File: src/rtl/pipelined_solver.sv
// pipelined_solver: STAGES-deep valid/ready pipeline evaluating a programmable truth table on CHANNELS lanes.
// Define SOLVER_STATS_EN to add output handshake counters stat_total and stat_ones.
module pipelined_solver #(
    parameter int WIDTH = 5,
    parameter int CHANNELS = 1,
    parameter int STAGES = 3,
    parameter logic [2**WIDTH-1:0] TT_RESET = '0
) (
    input  logic                      clock,
    input  logic                      clear,
    input  logic                      load,
    output logic                      in_ready,
    input  logic [CHANNELS*WIDTH-1:0] in_data,
    input  logic                      tt_we,
    input  logic [2**WIDTH-1:0]       tt_data,
    output logic                      out_valid,
    input  logic                      out_ready,
    output logic [CHANNELS-1:0]       out_f,
    output logic                      busy
`ifdef SOLVER_STATS_EN
    ,
    output logic [15:0]               stat_ones,
    output logic [15:0]               stat_total
`endif
);
    logic [2**WIDTH-1:0] tt;
    logic [CHANNELS*WIDTH-1:0] x0;
    logic [STAGES-1:0] v, en;
    logic [CHANNELS-1:0] r [1:STAGES-1];
    logic [CHANNELS-1:0] f;
    logic full;

    // A stage can take new data unless it and every stage after it are full while the output stalls.
    always_comb begin
        full = 1'b1;
        en = '0;
        for (int i = STAGES - 1; i >= 0; i--) begin
            full = full && v[i];
            en[i] = out_ready || !full;
        end
    end

    always_comb begin
        f = '0;
        for (int k = 0; k < CHANNELS; k++) f[k] = tt[x0[k*WIDTH +: WIDTH]];
    end

    always_ff @(posedge clock or posedge clear) begin
        if (clear) begin
            tt <= TT_RESET;
            v <= '0;
            x0 <= '0;
            for (int i = 1; i < STAGES; i++) r[i] <= '0;
        end else begin
            if (tt_we) tt <= tt_data;
            if (en[0]) v[0] <= load;
            if (en[0] && load) x0 <= in_data;
            if (en[1]) begin
                v[1] <= v[0];
                r[1] <= f;
            end
            for (int i = 2; i < STAGES; i++) begin
                if (en[i]) begin
                    v[i] <= v[i-1];
                    r[i] <= r[i-1];
                end
            end
        end
    end

    assign in_ready = en[0];
    assign out_valid = v[STAGES-1];
    assign out_f = v[STAGES-1] ? r[STAGES-1] : '0;
    assign busy = |v;

`ifdef SOLVER_STATS_EN
    logic [15:0] ones;

    always_comb begin
        ones = '0;
        for (int k = 0; k < CHANNELS; k++) ones = ones + 16'(out_f[k]);
    end

    always_ff @(posedge clock or posedge clear) begin
        if (clear) begin
            stat_ones <= '0;
            stat_total <= '0;
        end else if (out_valid && out_ready) begin
            stat_ones <= stat_ones + ones;
            stat_total <= stat_total + 16'd1;
        end
    end
`endif
endmodule

File: config.mk
export PLATFORM = sky130hd
export DESIGN_NAME = pipelined_solver
export DESIGN_NICKNAME = d
export VERILOG_FILES = /design/src/rtl/pipelined_solver.sv
export SDC_FILE = /design/constraint.sdc
export NUM_CORES = 1
export LEC_CHECK = 0
export CORE_MARGIN = 10
export CORE_UTILIZATION = 50
export CTS_BUF_LIST = sky130_fd_sc_hd__clkbuf_8 sky130_fd_sc_hd__clkbuf_16
export CTS_CLUSTER_SIZE = 25
export DETAILED_ROUTE_END_ITERATION = 6
export MAX_ROUTING_LAYER = met4
export PLACE_DENSITY = 0.92
export RECOVER_POWER = 25
export REMOVE_ABC_BUFFERS = 1
export SYNTH_ARGS = -nofsm -noshare
export SYNTH_HDL_FRONTEND = slang
export SYNTH_SLANG_ARGS = --single-unit
File: constraint.sdc
create_clock -name clock -period 3.2 [get_ports clock]
set_clock_uncertainty 0.05 [all_clocks]
set_input_delay 0.8 -clock clock [delete_from_list [all_inputs] [get_ports clock]]
set_output_delay 0.8 -clock clock [all_outputs]
set_load 0.005 [all_outputs]
==> results of run 1 <==
==> path summary, 6_finish.rpt <==
check | slack [ns] | cells past startpoint | start | endpoint
hold / removal | 0.43 | 2 | r[0]$_DFFE_PP0P_ | r[0]$_DFFE_PP0P_
setup reg to reg | 1.25 | 5 | x0[0]$_DFFE_PP0P_ | r[1]$_DFFE_PP0P_
min in group asynchronous | 1.18 | 3 | clear | tt[22]$_DFFE_PP0P_
hold reg to reg | 0.43 | 2 | r[0]$_DFFE_PP0P_ | r[0]$_DFFE_PP0P_
max in group asynchronous | 1.30 | 3 | clear | tt[12]$_DFFE_PP0P_
setup / recovery | 0.29 | 4 | out_ready | in_ready
==> through the flow <==
stage / cells / utilization
2_1_floorplan: 133 / -
3_5_place_dp: 228 / 0.646
6_report: 236 / 0.675
3_3_place_gp: 228 / 0.646
5_1_grt: 236 / 0.675
4_1_cts: 236 / 0.676
==> kinds of logic (layout without fill, tap and decap cells) <==
kind of cell / Yosys count / in the layout / share of synthesized area
muxes: 53 / 53 / 0.306
AOI/OAI and AO/OA: 10 / 10 / 0.0365
buffers and inverters: 7 / 56 / 0.0259
DFF: 42 / 42 / 0.558
and+or+nand+nor: 27 / 27 / 0.0737
==> report_power, final <==
group          switching (mW)  internal (mW)
combinational          0.0812          0.150
sequential             0.0526          0.593
clock                   0.168          0.217
==> sequential cells by signal, summed over array words and instances (netlist names) <==
name,cells
tt,32
x0,5
v,3
r,2
==> cells in the mapped netlist, drive strengths merged <==
| library cell | count |
|---|---|
| nand2b | 6 |
| and3 | 1 |
| a31oi | 1 |
| a21oi | 3 |
| mux2i | 16 |
| or3 | 1 |
| a211oi | 1 |
| nand4 | 1 |
| buf | 5 |
| nand3 | 2 |
| a41oi | 1 |
| nor2b | 3 |
| mux2 | 37 |
| a22o | 1 |
| a22oi | 3 |
| and2 | 2 |
| clkbuf | 1 |
| dfrtp | 42 |
| nand2 | 9 |
| inv | 1 |
| nor2 | 2 |
==> metal layers <==
| layer | part of all wire | up-vias |
|---|---|---|
| met5 | 0 | - |
| met4 | 0.012 | 0 |
| met3 | 0.066 | 5 |
| met2 | 0.49 | 32 |
| met1 | 0.43 | 588 |
| li1 | - | 590 |
==> area by class of cell <==
class | instances | area, µm² | share of cell area
inverters | 1 | 3.75 | 0.00152
clock buffers | 8 | 110 | 0.0445
repair buffers | 47 | 463 | 0.187
flip-flops and latches | 42 | 1050 | 0.425
well taps | 48 | 60.1 | 0.0243
multi-input cells | 90 | 785 | 0.317
==> critical path, cell delays in order <==
cell and delay [ns]:
sky130_fd_sc_hd__clkdlybuf4s50_1 0.43, sky130_fd_sc_hd__nor2b_1 0.20, sky130_fd_sc_hd__nand3_1 0.15, sky130_fd_sc_hd__clkdlybuf4s50_1 0.47
==> impl_table.tex, run 1 <==
\begin{tabular}{lr}
\hline
Metric & Value \\
\hline
\multicolumn{2}{l}{\textbf{Run status}} \\
\quad Result of the run & completed \\
\multicolumn{2}{l}{\textbf{Clocking}} \\
\quad CTS tree & done \\
\quad Insertion delay of the later-clocked pin in the worst-skew pair & 0.29 ns \\
\quad Clock root buffer master & sky130\_fd\_sc\_hd\_\_clkbuf\_8 \\
\quad Number of buffers created by CTS & 5 \\
\quad H-Tree Level Count & 2 \\
\quad Number of hold buffers added after CTS & 0 \\
\quad Resize count post-CTS & 0 \\
\quad Longest Clk Path Bufs & 2 \\
\quad Post-CTS Setup Repair Bufs & 0 \\
\quad Clock Sinks & 42 \\
\quad Reg clk slew, reported paths & 0.07 ns \\
\multicolumn{2}{l}{\textbf{Synthesis}} \\
\quad Combined area of all synthesized cells & 0.00188 mm² \\
\quad Flip-flop and latch count after synthesis & 42 \\
\quad Post-synthesis cell type count & 24 \\
\quad Most area-hungry cell type in the Yosys netlist & sky130\_fd\_sc\_hd\_\_dfrtp\_1 \\
\quad Gate count of the mapped netlist & 139 \\
\quad Cells taking the most area after synthesis & sky130\_fd\_sc\_hd\_\_dfrtp\_1, sky130\_fd\_sc\_hd\_\_mux2\_2, sky130\_fd\_sc\_hd\_\_mux2i\_1 \\
\quad Mean area per synthesized cell & 13.6 µm² \\
\quad Yosys warns & 0 \\
\quad Sequential-to-total area share from yosys stat & 0.558 \\
\quad Area share of the largest cell type after synthesis & 0.558 \\
\multicolumn{2}{l}{\textbf{Global routing}} \\
\quad Met1 routing resource usage after global routing & 0.136 \\
\quad Number of global-route vias before repair & 1360 \\
\quad Global-route wire length before repair & 6.23 mm \\
\quad Pin count of the biggest net entering global routing & 43 \\
\quad GR met2 Demand/Resource & 0.205 \\
\quad Total gr overflow & 0 \\
\quad Aggregate global-route resource usage & 0.125 \\
\quad Global route hottest layer & met2 \\
\quad Met3 track utilization from global routing & 0.0497 \\
\quad Antenna violations before repair & 0 \\
\multicolumn{2}{l}{\textbf{STA}} \\
\quad Post-layout min period & 2.91 ns \\
\quad Max-slew headroom & 0.348 \\
\quad Number of pins with negative max-slew slack in the final report & 0 \\
\quad Finish-stage setup viols & 0 \\
\quad PnR worst setup slack & 0.288 ns \\
\quad Highest Clock Rate & 0.343 GHz \\
\quad Setup TNS & 0 ns \\
\quad Final hold slack & 0.430 ns \\
\quad Actual transition at the worst max-transition pin & 0.978 ns \\
\quad Unrepaired setup endpoints after global routing & false \\
\quad Final hold violations & 0 \\
\quad Period utilization & 0.910 \\
\multicolumn{2}{l}{\textbf{Route}} \\
\quad Wire length reported by the detailed router & 3.78 mm \\
\quad Count of antenna-violating nets left after detailed routing & 0 \\
\quad Post-detailed-route wirelength per cell & 16.0 µm \\
\quad Total vias in the final route & 1215 \\
\quad Number of search-and-repair iterations in the first detailed-routing pass & 4 \\
\quad DRC violations left & 0 \\
\quad Initial DRC count & 35 \\
\quad DR vias/cell & 5.15 \\
\multicolumn{2}{l}{\textbf{Layout}} \\
\quad Area grow syn2layout & 31.2\% \\
\quad Highest-count cells in the layout ignoring fill and taps & sky130\_fd\_sc\_hd\_\_clkdlybuf4s50\_1, sky130\_fd\_sc\_hd\_\_dfrtp\_1, sky130\_fd\_sc\_hd\_\_mux2\_2 \\
\quad Most common cell after layout, fill and taps aside & sky130\_fd\_sc\_hd\_\_clkdlybuf4s50\_1 \\
\quad Cell area after layout & 0.00247 mm² \\
\quad Number of nets in the finished design & 229 \\
\quad Fill cells & 278 \\
\quad Ratio of cells with drive above 1 in the final layout & 0.239 \\
\quad \# diodes & 0 \\
\multicolumn{2}{l}{\textbf{Power}} \\
\quad Largest voltage drop on the vdd net & 0.275 mV \\
\quad Leak pwr & 1.05 nW \\
\quad Areal power density over the cells & 510 mW/mm² \\
\quad Design Power & 1.26 mW \\
\multicolumn{2}{l}{\textbf{Job}} \\
\quad Max-cap violations & 0 \\
\multicolumn{2}{l}{\textbf{Placement}} \\
\quad Dpl cell area & 0.00236 mm² \\
\quad Placer Congestion & 0.798 \\
\quad Count of input and output buffers & 45 \\
\quad HPWL Detailed & 2.99 mm \\
\quad Placement-stage worst setup slack & 0.305 ns \\
\multicolumn{2}{l}{\textbf{Critical path}} \\
\quad Max FO, Critical Path & 3 \\
\quad Startpoint-to-endpoint class of the critical path & in2out \\
\quad Crit end category & output port \\
\quad Worst endpoint required time & 2.35 ns \\
\quad Arr. time, crit path & 2.06 ns \\
\quad Startpoint class of the critical path & input pin \\
\multicolumn{2}{l}{\textbf{Floorplan}} \\
\quad Horizontal die dimension & 81.4 µm \\
\quad Total number of placement rows & 22 \\
\quad Area of the die & 0.00662 mm² \\
\quad Starting density of the core & 0.515 \\
\quad Die extent in y & 81.4 µm \\
\quad Core Footprint & 0.00366 mm² \\
\quad I/O pin count & 46 \\
\multicolumn{2}{l}{\textbf{Worst hold path}} \\
\quad Path type of the worst min-delay path & reg2reg \\
\hline
\end{tabular}
Power figures use the tool's default switching activity.
==> run 2: changes to the inputs <==
--- a/config.mk
+++ b/config.mk
@@ -5,6 +5,7 @@
 export SDC_FILE = /design/constraint.sdc
 export NUM_CORES = 1
 export LEC_CHECK = 0
+export CORE_ASPECT_RATIO = 0.9
 export CORE_MARGIN = 10
 export CORE_UTILIZATION = 50
 export CTS_BUF_LIST = sky130_fd_sc_hd__clkbuf_8 sky130_fd_sc_hd__clkbuf_16
==> impl_table.tex, run 2 (synthesis results as in run 1) <==
\begin{tabular}{lr}
\hline
Metric & Value \\
\hline
\multicolumn{2}{l}{\textbf{Run status}} \\
\quad Result of the run & completed \\
\multicolumn{2}{l}{\textbf{STA}} \\
\quad Finish-stage setup viols & 0 \\
\quad Actual transition at the worst max-transition pin & 1.00 ns \\
\quad Number of pins with negative max-slew slack in the final report & 0 \\
\quad Highest Clock Rate & 0.346 GHz \\
\quad Max-slew headroom & 0.331 \\
\quad Unrepaired setup endpoints after global routing & false \\
\quad Post-layout min period & 2.89 ns \\
\quad Setup TNS & 0 ns \\
\quad Final hold violations & 0 \\
\quad Final hold slack & 0.435 ns \\
\quad Period utilization & 0.904 \\
\multicolumn{2}{l}{\textbf{Critical path}} \\
\quad Worst path buffer plus inverter count & 2 \\
\quad Cell type with the highest occurrence count on the critical path & sky130\_fd\_sc\_hd\_\_clkdlybuf4s50\_1 \\
\quad Critical path's largest stage delay & 0.47 ns \\
\quad Worst endpoint required time & 2.35 ns \\
\quad Arr. time, crit path & 2.04 ns \\
\quad CP endpoint & in\_ready \\
\quad Critical Path Source & out\_ready \\
\quad Startpoint-to-endpoint class of the critical path & in2out \\
\quad Number of stages on the worst setup path & 4 \\
\quad Worst Reg-to-Reg Cells & 5 \\
\quad Crit end category & output port \\
\quad Max stage delay cell, worst path & sky130\_fd\_sc\_hd\_\_clkdlybuf4s50\_1 \\
\quad Family of cells with the greatest summed delay on the critical path & buffers and inverters \\
\quad Setup slack, reg-to-reg & 1.19 ns \\
\quad Series of cell instances along the critical path & clkdlybuf4s50\_1, nor2b\_1, nand3\_1, clkdlybuf4s50\_1 \\
\quad Reg2reg end & r[1]\$\_DFFE\_PP0P\_ \\
\quad Reg-to-reg critical path startpoint & x0[0]\$\_DFFE\_PP0P\_ \\
\quad Startpoint class of the critical path & input pin \\
\quad Max FO, Critical Path & 3 \\
\multicolumn{2}{l}{\textbf{Worst hold path}} \\
\quad Number of cells traversed by the worst hold path & 2 \\
\quad Path type of the worst min-delay path & reg2reg \\
\multicolumn{2}{l}{\textbf{Layout}} \\
\quad Most flop-heavy register & tt \\
\quad Top Registers & tt: 32 flops, x0: 5 flops, v: 3 flops \\
\quad Ratio of cells with drive above 1 in the final layout & 0.234 \\
\quad \# diodes & 0 \\
\quad Most common cell after layout, fill and taps aside & sky130\_fd\_sc\_hd\_\_clkdlybuf4s50\_1 \\
\quad Number of nets in the finished design & 229 \\
\quad Max FFs per register & 32 \\
\quad Area grow syn2layout & 31.1\% \\
\quad Highest-count cells in the layout ignoring fill and taps & sky130\_fd\_sc\_hd\_\_clkdlybuf4s50\_1, sky130\_fd\_sc\_hd\_\_dfrtp\_1, sky130\_fd\_sc\_hd\_\_mux2\_2 \\
\multicolumn{2}{l}{\textbf{Global routing}} \\
\quad Global-route wire length before repair & 6.44 mm \\
\quad Total gr overflow & 0 \\
\quad Number of global-route vias before repair & 1361 \\
\quad Antenna violations before repair & 0 \\
\quad Aggregate global-route resource usage & 0.122 \\
\quad Pin count of the biggest net entering global routing & 43 \\
\multicolumn{2}{l}{\textbf{Clocking}} \\
\quad Post-CTS Setup Repair Bufs & 0 \\
\quad Clock Sinks & 42 \\
\quad Number of hold buffers added after CTS & 0 \\
\quad Reg clk slew, reported paths & 0.08 ns \\
\quad Number of buffers created by CTS & 5 \\
\quad Clock root buffer master & sky130\_fd\_sc\_hd\_\_clkbuf\_8 \\
\quad Insertion delay of the later-clocked pin in the worst-skew pair & 0.29 ns \\
\quad CTS tree & done \\
\quad H-Tree Level Count & 2 \\
\quad Resize count post-CTS & 0 \\
\quad Longest Clk Path Bufs & 2 \\
\multicolumn{2}{l}{\textbf{Placement}} \\
\quad Count of input and output buffers & 45 \\
\quad Placer Congestion & 0.769 \\
\quad HPWL Detailed & 3.02 mm \\
\multicolumn{2}{l}{\textbf{Floorplan}} \\
\quad I/O pin count & 46 \\
\quad Starting density of the core & 0.512 \\
\quad Total number of placement rows & 21 \\
\quad Die extent in y & 78.2 µm \\
\quad Horizontal die dimension & 84.7 µm \\
\quad Core Footprint & 0.00368 mm² \\
\quad Area of the die & 0.00663 mm² \\
\multicolumn{2}{l}{\textbf{Route}} \\
\quad DR vias/cell & 5.23 \\
\quad Number of search-and-repair iterations in the first detailed-routing pass & 4 \\
\quad Wire length reported by the detailed router & 3.91 mm \\
\quad Count of antenna-violating nets left after detailed routing & 0 \\
\quad Initial DRC count & 53 \\
\quad DRC violations left & 0 \\
\quad Post-detailed-route wirelength per cell & 16.7 µm \\
\quad Total vias in the final route & 1223 \\
\multicolumn{2}{l}{\textbf{Power}} \\
\quad Switching power summed over all nets & 313 µW \\
\quad Combinational fraction of design power & 0.182 \\
\quad Internal power consumption & 972 µW \\
\quad Largest voltage drop on the vdd net & 0.297 mV \\
\quad Part of the power in registers & 0.502 \\
\quad Areal power density over the cells & 520 mW/mm² \\
\quad Leak pwr & 1.05 nW \\
\quad Switching share of power & 0.244 \\
\quad Part of the total power dissipated in the clock network & 0.315 \\
\multicolumn{2}{l}{\textbf{Job}} \\
\quad Max-cap violations & 0 \\
\hline
\end{tabular}
-- run 2: power groups by stage --
stage	Combinational (mW)	Sequential [mW]	Clock, mW
floorplan	0.139	0.639	0
global placement	0.227	0.649	0
detailed placement	0.239	0.656	0
CTS	0.240	0.646	0.415
global route	0.259	0.654	0.439
finish	0.234	0.645	0.405
-- run 2: worst min-delay path by stage --
stage / from / end / slack [ns]
final: r[0]$_DFFE_PP0P_ / r[0]$_DFFE_PP0P_ / 0.43
after detailed placement: r[0]$_DFFE_PP0P_ / r[0]$_DFFE_PP0P_ / 0.43
after CTS: r[0]$_DFFE_PP0P_ / r[0]$_DFFE_PP0P_ / 0.44
after global routing: r[0]$_DFFE_PP0P_ / r[0]$_DFFE_PP0P_ / 0.46
after global placement: r[0]$_DFFE_PP0P_ / r[0]$_DFFE_PP0P_ / 0.40
after floorplan: r[0]$_DFFE_PP0P_ / r[0]$_DFFE_PP0P_ / 0.38
-- run 2: layout make-up --
type | count | area (µm²)
Timing Repair Buffer | 47 | 463
Inverter | 1 | 3.75
Fill cell | 261 | 1210
Clock inverter | 3 | 41.3
Tap cell | 46 | 57.6
Clock buffer | 5 | 68.8
Sequential cell | 42 | 1050
Multi-Input combinational cell | 90 | 785
-- run 2: worst min-delay path, cell delays in order, from the launching register on --
cell and delay [ns]:
sky130_fd_sc_hd__dfrtp_1 0.34, sky130_fd_sc_hd__nand2_1 0.05, sky130_fd_sc_hd__nand2_1 0.06
-- run 2: routing by layer --
| layer | vias to the layer above | wire length, µm | GRT usage |
|---|---|---|---|
| li1 | 590 | - | - |
| met1 | 595 | 1750 | 0.147 |
| met2 | 32 | 1920 | 0.192 |
| met3 | 6 | 194 | 0.0382 |
| met4 | 0 | 48 | 0.0395 |
| met5 | - | 0 | - |
-- run 2: per-stage QoR --
step	setup WS [ns]	std cells	power, mW	area [µm²]	utilization
floorplan	1.26	133	0.778	1840	-
global placement	0.360	226	0.877	2360	0.642
detailed placement	0.328	226	0.895	2360	0.642
CTS	0.314	234	1.30	2470	0.672
global route	0.177	234	1.35	2470	0.671
finish	0.308	234	1.28	2470	0.671
